File: src/rtl/packet_sum_stage_if.sv
// Stream-in / result-out bundle for packet_sum_stage.
// The slave modport is the stage's view; the master modport drives beats and consumes results.
interface packet_sum_stage_if #(
    parameter int WIDTH     = 10,
    parameter int CNT_WIDTH = 8
);
    logic                 i_valid;
    logic                 o_ready;
    logic [WIDTH-1:0]     i_data;
    logic                 i_last;
    logic                 o_valid;
    logic                 i_ready;
    logic [WIDTH-1:0]     o_sum;
    logic [CNT_WIDTH-1:0] o_count;
    logic                 o_overflow;

    modport slave (
        input  i_valid, i_data, i_last, i_ready,
        output o_ready, o_valid, o_sum, o_count, o_overflow
    );

    modport master (
        output i_valid, i_data, i_last, i_ready,
        input  o_ready, o_valid, o_sum, o_count, o_overflow
    );
endinterface

File: src/rtl/packet_sum_stage.sv
// Per-packet sum / beat count / overflow stage with a one-deep held result.
// Define PACKET_SUM_SATURATE_EN to clamp the sum at 2**WIDTH-1 instead of wrapping.
module packet_sum_stage #(
    parameter int WIDTH     = 10,
    parameter int CNT_WIDTH = 8
) (
    input  logic                 i_clk,
    input  logic                 i_rst_n,
    packet_sum_stage_if.slave    bus
);
    typedef enum logic {ACC, HOLD} state_t;

    state_t               r_state;
    logic [WIDTH-1:0]     r_acc;
    logic [CNT_WIDTH-1:0] r_cnt;
    logic                 r_sticky;
    logic                 r_valid;
    logic [WIDTH-1:0]     r_sum;
    logic [CNT_WIDTH-1:0] r_count;
    logic                 r_overflow;

    logic                 w_ready;
    logic                 w_accept;
    logic                 w_consume;
    logic [WIDTH:0]       w_sum_ext;
    logic                 w_carry;
    logic [WIDTH-1:0]     w_acc_next;
    logic [CNT_WIDTH-1:0] w_cnt_next;

    assign w_ready   = (r_state == ACC) || bus.i_ready;
    assign w_accept  = bus.i_valid && w_ready;
    assign w_consume = (r_state == HOLD) && bus.i_ready;

    assign w_sum_ext = {1'b0, r_acc} + {1'b0, bus.i_data};
    assign w_carry   = w_sum_ext[WIDTH];

`ifdef PACKET_SUM_SATURATE_EN
    // Once any carry has been seen the accumulator is pinned at full scale.
    assign w_acc_next = (r_sticky || w_carry) ? {WIDTH{1'b1}} : w_sum_ext[WIDTH-1:0];
`else
    assign w_acc_next = w_sum_ext[WIDTH-1:0];
`endif

    assign w_cnt_next = (&r_cnt) ? r_cnt : r_cnt + 1'b1;

    always_ff @(posedge i_clk or negedge i_rst_n) begin
        if (!i_rst_n) begin
            r_state    <= ACC;
            r_acc      <= '0;
            r_cnt      <= '0;
            r_sticky   <= 1'b0;
            r_valid    <= 1'b0;
            r_sum      <= '0;
            r_count    <= '0;
            r_overflow <= 1'b0;
        end else begin
            if (w_consume) begin
                r_valid <= 1'b0;
                r_state <= ACC;
            end
            // A last beat on the consume cycle overrides the drop to ACC above.
            if (w_accept) begin
                if (bus.i_last) begin
                    r_sum      <= w_acc_next;
                    r_count    <= w_cnt_next;
                    r_overflow <= r_sticky | w_carry;
                    r_valid    <= 1'b1;
                    r_state    <= HOLD;
                    r_acc      <= '0;
                    r_cnt      <= '0;
                    r_sticky   <= 1'b0;
                end else begin
                    r_acc      <= w_acc_next;
                    r_cnt      <= w_cnt_next;
                    r_sticky   <= r_sticky | w_carry;
                end
            end
        end
    end

    assign bus.o_ready    = w_ready;
    assign bus.o_valid    = r_valid;
    assign bus.o_sum      = r_sum;
    assign bus.o_count    = r_count;
    assign bus.o_overflow = r_overflow;
endmodule

File: src/flat_wrapper.sv
// flat-port wrapper written by rule: the top's interface ports become plain ports
module packet_sum_stage_flat 
#(
    parameter int WIDTH     = 10,
    parameter int CNT_WIDTH = 8
)
  (i_clk, i_rst_n, bus_i_valid, bus_i_data, bus_i_last, bus_i_ready, bus_o_ready, bus_o_valid, bus_o_sum, bus_o_count, bus_o_overflow);
  packet_sum_stage_if #(.WIDTH(WIDTH), .CNT_WIDTH(CNT_WIDTH)) bus_i ();
  input  logic i_clk;
  input  logic i_rst_n;
  input wire logic [$bits(bus_i.i_valid)-1:0] bus_i_valid;
  input wire logic [$bits(bus_i.i_data)-1:0] bus_i_data;
  input wire logic [$bits(bus_i.i_last)-1:0] bus_i_last;
  input wire logic [$bits(bus_i.i_ready)-1:0] bus_i_ready;
  output wire logic [$bits(bus_i.o_ready)-1:0] bus_o_ready;
  output wire logic [$bits(bus_i.o_valid)-1:0] bus_o_valid;
  output wire logic [$bits(bus_i.o_sum)-1:0] bus_o_sum;
  output wire logic [$bits(bus_i.o_count)-1:0] bus_o_count;
  output wire logic [$bits(bus_i.o_overflow)-1:0] bus_o_overflow;
  assign bus_i.i_valid = bus_i_valid;
  assign bus_i.i_data = bus_i_data;
  assign bus_i.i_last = bus_i_last;
  assign bus_i.i_ready = bus_i_ready;
  assign bus_o_ready = bus_i.o_ready;
  assign bus_o_valid = bus_i.o_valid;
  assign bus_o_sum = bus_i.o_sum;
  assign bus_o_count = bus_i.o_count;
  assign bus_o_overflow = bus_i.o_overflow;
  packet_sum_stage #(.WIDTH(WIDTH), .CNT_WIDTH(CNT_WIDTH)) u_core (.i_clk(i_clk), .i_rst_n(i_rst_n), .bus(bus_i));
endmodule
File: config.mk
export PLATFORM = sky130hd
export DESIGN_NAME = packet_sum_stage_flat
export DESIGN_NICKNAME = d
export VERILOG_FILES = /design/src/rtl/packet_sum_stage_if.sv /design/src/rtl/packet_sum_stage.sv /design/src/flat_wrapper.sv
export SDC_FILE = /design/constraint.sdc
export NUM_CORES = 1
export LEC_CHECK = 0
export ABC_AREA = 1
export CAP_MARGIN = 20
export CORE_UTILIZATION = 33
export DETAILED_ROUTE_END_ITERATION = 16
export GPL_TIMING_DRIVEN = 0
export PLACE_DENSITY = 0.57
export SLEW_MARGIN = 20
export SYNTH_ARGS = -nofsm -noshare
export SYNTH_HDL_FRONTEND = slang
export SYNTH_SLANG_ARGS = --single-unit
File: constraint.sdc
create_clock -name i_clk -period 1.5 [get_ports i_clk]
set_input_delay 0.45 -clock i_clk [delete_from_list [all_inputs] [get_ports i_clk]]
set_output_delay 0.45 -clock i_clk [all_outputs]
set_load 0.02 [all_outputs]
# ---- Yosys cells after proc, flatten, opt, wreduce, memory -nomap -nowiden
# Index checks and enable logic that the tools add are counted.
dict set report op_classes {
  addsub 2
  n_mul 0
  n_div 0
  order_cmp 0
  n_eq_ne 0
  shift 0
  muxes 10
  n_bitwise 2
  n_reduce_logical 5
}
# cell n
set op_table {}
lappend op_table {{2-to-1 mux 8 bit} 2}
lappend op_table {{adder 10 x 10 -> 11 bit} 1}
lappend op_table {{2-to-1 mux 10 bit} 1}
lappend op_table {{adder 8 x 1 -> 8 bit (second input constant)} 1}
lappend op_table {{AND reduction 8 bit} 1}
lappend op_table {{2-to-1 mux 1 bit} 7}
lappend op_table {{logical AND 1 bit} 2}
lappend op_table {{AND reduction 2 bit} 1}
lappend op_table {{logical OR 1 bit} 1}
lappend op_table {{inverter 1 bit} 1}
lappend op_table {{OR 1 bit} 1}
dict set report word_totals {
  reg_bits 40
  latch_bits 0
  mem_bits_rw 0
  mem_bits_ro 0
  inputBits 15
  output_inout_bits 21
  word_cells 27
  mem_count 0
}

# ---- Logic depth before layout (Yosys ltp)
dict set report depth {
  word_depth 4
  mapped_depth 10
  ltp_nobuf 10
}

# ---- Least setup slack after synthesis
# Ideal clock, no wire load.
dict set report synth_timing {
  path_type {input-to-reg}
  from {in bus_i_data[0]}
  to {reg u_core.r_overflow, in the netlist u_core.bus.o_overflow}
  setup_time_ns 0.116
  t_arrival_ns 1.585
  required_time_ns 1.384
  slack_ns -0.202
  path_stages 10
  n_path_buf 0
  cell_sequence {ha_1 > fa_1 > nand2_1 > nand3_1 > nand4_1 > nand2_1 > nand2_1 > nand2_1 > nand2_1 > nand2_1}
}
dict set report synth_via {
  elab_chain_cells 2
}
# item line
set synth_lines {}
lappend synth_lines {{start, declared} flat_wrapper.sv:12} ;# input wire logic [$bits(bus_i.i_data)-1:0] bus_i_data;
lappend synth_lines {{adder 10 x 10 -> 11 bit} packet_sum_stage.sv:34} ;# assign w_sum_ext = {1'b0, r_acc} + {1'b0, bus.i_data};
lappend synth_lines {{OR 1 bit} packet_sum_stage.sv:66} ;# r_overflow <= r_sticky | w_carry;
lappend synth_lines {{end signal, assigned} packet_sum_stage.sv:66}
lappend synth_lines {{end, declared} packet_sum_stage.sv:20} ;# logic r_overflow;
# No other way between the ends.
# A chain may end at the register's enable or synchronous reset.

# ---- Worst setup path after layout
dict set report layout_timing {
  from {reg u_core.r_acc[0]}
  to {reg u_core.r_sum[6], in the netlist u_core.bus.o_sum[6]}
}
dict set report layout_via {
  elab_chain_cells 1
}
# item line
set layout_lines {}
lappend layout_lines {{start, declared} packet_sum_stage.sv:14} ;# logic [WIDTH-1:0] r_acc;
lappend layout_lines {{start signal, assigned} packet_sum_stage.sv:73} ;# r_acc <= w_acc_next;
lappend layout_lines {{adder 10 x 10 -> 11 bit} packet_sum_stage.sv:34}
lappend layout_lines {{end signal, assigned} packet_sum_stage.sv:64} ;# r_sum <= w_acc_next;
lappend layout_lines {{end, declared} packet_sum_stage.sv:18} ;# logic [WIDTH-1:0] r_sum;
# No other way between the ends.

==> flow_summary.yaml <==
synth:
  synth_fp_nets: 304
  async_flop_share: 1.00
  syn_inst: 277
  syn_area_um2: 2230
  yosys_warnings: 0
  ys_ff_latch: 40
  synth_area_leaders: "dfrtp_1 (45%), nand2_1 (17%), ha_1 (6.2%)"
  yosysTopAreaCellShare: 0.448
  seq_area_frac_synth: 0.448
  netlist.top_cell.by_area: "dfrtp_1"
  synth_edf_count: 0
  postSynthAreaPerCell_um2: 8.06
  synth_ff_type: "dfrtp_1"
  yosysUniqueCellTypes: 27
power_and_ir_drop:
  leakagePower_nw: 1.60
  p_clk_frac: 0.191
  peakVddDrop_mv: 0.688
  powerDensity_nw_per_um2: 1310
  cell_internal_pwr_mw: 2.44
  p_total_mw: 3.98
  seqPwrFrac: 0.373
  combPwrFrac: 0.435
  switching_power_mw: 1.55
  switching_share: 0.389
global_route:
  grt_pass1_vias: 1906
  grt_max_degree: 32
  overflow: 0
  grt_first_pass_wirelength_mm: 8.72
  grt_use_total: 0.157
  antenna_found_initial: 0
timing:
  finalClockSkew_ns: 0.00744
  max_freq_ghz: 0.610
  period_needed_ns: 1.64
  min_period_over_period: 1.09
  hold_viol: 0
  setup_viol: 8
  tns_ns: -0.690
  setup_slack_ns: -0.139
  drv_slew: 0
  worst_hold_slack_ns: 0.00708
  rsz0062_at_grt: "true"
  slew-limit-headroom: 0.778
  max_slew.worst_pin.slew_ns: 0.333
place:
  dp_cells: 390
  io_buffer_count: 35
  hpwl_mm: 3.63
  gp_congestion: 0.792
critical_path:
  critPathKind: "reg -> reg"
  slowest_delay_ns: 0.42
  arrival_ns: 1.83
  crit_chain: "ha_4 -> fa_2 -> nand2_2 -> nand3_4 -> buf_4 -> nand3_2 -> nand3b_1 -> nand3_1 -> nand2_1"
  start_kind: "flop"
  r2r_start: "u_core.r_acc[0]"
  rr_worst_depth: 9
  crit_start: "u_core.r_acc[0]"
  r2r_setup_slack_ns: -0.14
  crit_fanout: 3
  cp_slowest_cell: "dfrtp_1"
  cp-end-kind: "flop"
  reg2reg_to: "u_core.bus.o_sum[6]"
  cp.required_ns: 1.69
layout:
  finish.utilization: 0.475
  antenna_cells: 0
  area_delta_synth_final_pct: 36.6
  fillCellCount: 629
  nNetsFinal: 357
  fin_cells: 408
  drive_above_1_share: 0.251
outcome:
  status: "complete, but fails checks"
  failed_checks: "DRC, setup timing"
clock_network:
  cts_tree: "yes"
  cts.path.max_buffers: 2
  cts_buffers: 5
  cts.sinks: 40
  clkTransAtPathRegs_ns: 0.08
  hold_buffers: 0
  clk_latency_ns: 0.29
  root_buffer: "clkbuf_8"
  htree_levels: 2
floorplan:
  dieArea_um2: 7100
  die_w_um: 84.2
  initial_core_util: 0.348
  coreArea_um2: 6420
  pin_count: 36
  rows: 29
  die_h_um: 84.2
hold_path:
  hp-class: "in -> async"
route:
  routed_via_density: 4.80
  wl_mm: 5.24
  drc: 4
  firstDrtPassIters: 10
  vias: 1959
  avgRoutedWirePerCell_um: 12.8
  detail-route-antenna-nets: 0
  drtIter0Drc: 71
run:
  maxCapViolations: 0
==> sequential cells by signal, indices dropped and copies added, names as in the netlist <==
signal	cells
u_core.bus.o_sum	10
u_core.r_acc	10
u_core.bus.o_count	8
u_core.r_cnt	8
u_core.bus.o_overflow	1
u_core.bus.o_valid	1
u_core.r_state	1
u_core.r_sticky	1
==> critical path, delay by kind of cell (launching register included) <==
family,cells,cell delay [ns]
adders and majority gates,2,0.52
DFF,1,0.42
and+or+nand+nor,6,0.47
buffers and inverters,1,0.14
==> per-layer routing <==
layer	GRT usage	wire, µm
met1	0.194	2350
met2	0.273	2620
met3	0.0285	177
met4	0.0564	94
met5	0	0
==> final cells by class <==
class,instances,area (µm²),area share
multi-input cells,197,1270,0.417
flip-flops and latches,40,1000,0.328
repair buffers,46,408,0.134
inverters,34,133,0.0435
well taps,77,96.3,0.0316
clock buffers,6,82.6,0.0271
plain buffers,6,46.3,0.0152
clock inverters,2,10.0,0.00328
==> cells in the final DEF, fill, tap and decap left out, types with 2 or more instances in the layout <==
| cell | n |
|---|---|
| a21oi_2 | 4 |
| buf_2 | 2 |
| buf_4 | 14 |
| buf_6 | 2 |
| clkbuf_8 | 6 |
| clkdlybuf4s50_1 | 3 |
| clkinv_2 | 2 |
| dfrtp_1 | 40 |
| dlygate4sd2_1 | 29 |
| ha_4 | 9 |
| inv_1 | 28 |
| inv_2 | 5 |
| nand2_1 | 91 |
| nand2_2 | 17 |
| nand3_1 | 20 |
| nand3_2 | 3 |
| nand3b_1 | 3 |
| nand4_1 | 2 |
| nor2_1 | 8 |
| nor2_4 | 3 |
| o21ai_0 | 5 |
| o21ai_1 | 9 |
| o21ai_2 | 4 |
| o22ai_2 | 3 |
| xor2_1 | 5 |
==> what timing repair did <==
action                     CTS  global route
setup endpoints to repair   49            38
resized for setup           56            18
pin swaps                   18             7
setup buffers                2             8
==> synthesized netlist by cell type (4+ instances only) <==
cell type  number
nor2_1          9
nand2_2         5
xor2_1          6
o21ai_0         5
o21ai_1        10
dfrtp_1        40
inv_1          29
nand3_1        24
buf_2           4
ha_1           11
nand2_1       103
inv_2           4
==> power groups by stage <==
stage / registers (mW) / logic [mW] / clock network [mW]
2_1_floorplan: 1.65 / 0.795 / 0
3_3_place_gp: 1.48 / 1.50 / 0
3_5_place_dp: 1.49 / 1.51 / 0
4_1_cts: 1.49 / 1.56 / 0.790
5_1_grt: 1.52 / 1.93 / 0.824
6_report: 1.49 / 1.73 / 0.762
==> how the worst max path moves through the flow <==
stage                                       end  slack [ns]  depth (start not counted)
after floorplan           u_core.bus.o_overflow       -0.12                         10
after CTS                 u_core.bus.o_overflow       -0.14                         10
after detailed placement  u_core.bus.o_overflow       -0.73                         11
final                       u_core.bus.o_sum[6]       -0.14                          9
after global routing      u_core.bus.o_overflow       -0.25                         10
after global placement      u_core.bus.o_sum[6]       -1.11                          1
==> kinds of logic (layout without fill, tap and decap cells) <==
logic type | after synthesis | after routing | share of synthesized area
AND/OR/NAND/NOR | 150 | 150 | 0.294
flip-flops | 40 | 40 | 0.448
buffers and inverters | 40 | 94 | 0.0751
AO/OA/AOI/OAI | 28 | 28 | 0.0841
adder cells (fa/ha/maj) | 12 | 12 | 0.0706
XOR/XNOR | 7 | 7 | 0.0275
==> metrics by stage <==
step           setup WS (ns)  instance area (µm²)
2_1_floorplan         -0.116                 2250
3_3_place_gp           -1.11                 2700
3_5_place_dp          -0.726                 2710
4_1_cts               -0.136                 2930
5_1_grt               -0.252                 3050
6_report              -0.139                 3050
(Power assumes the default switching activity.)
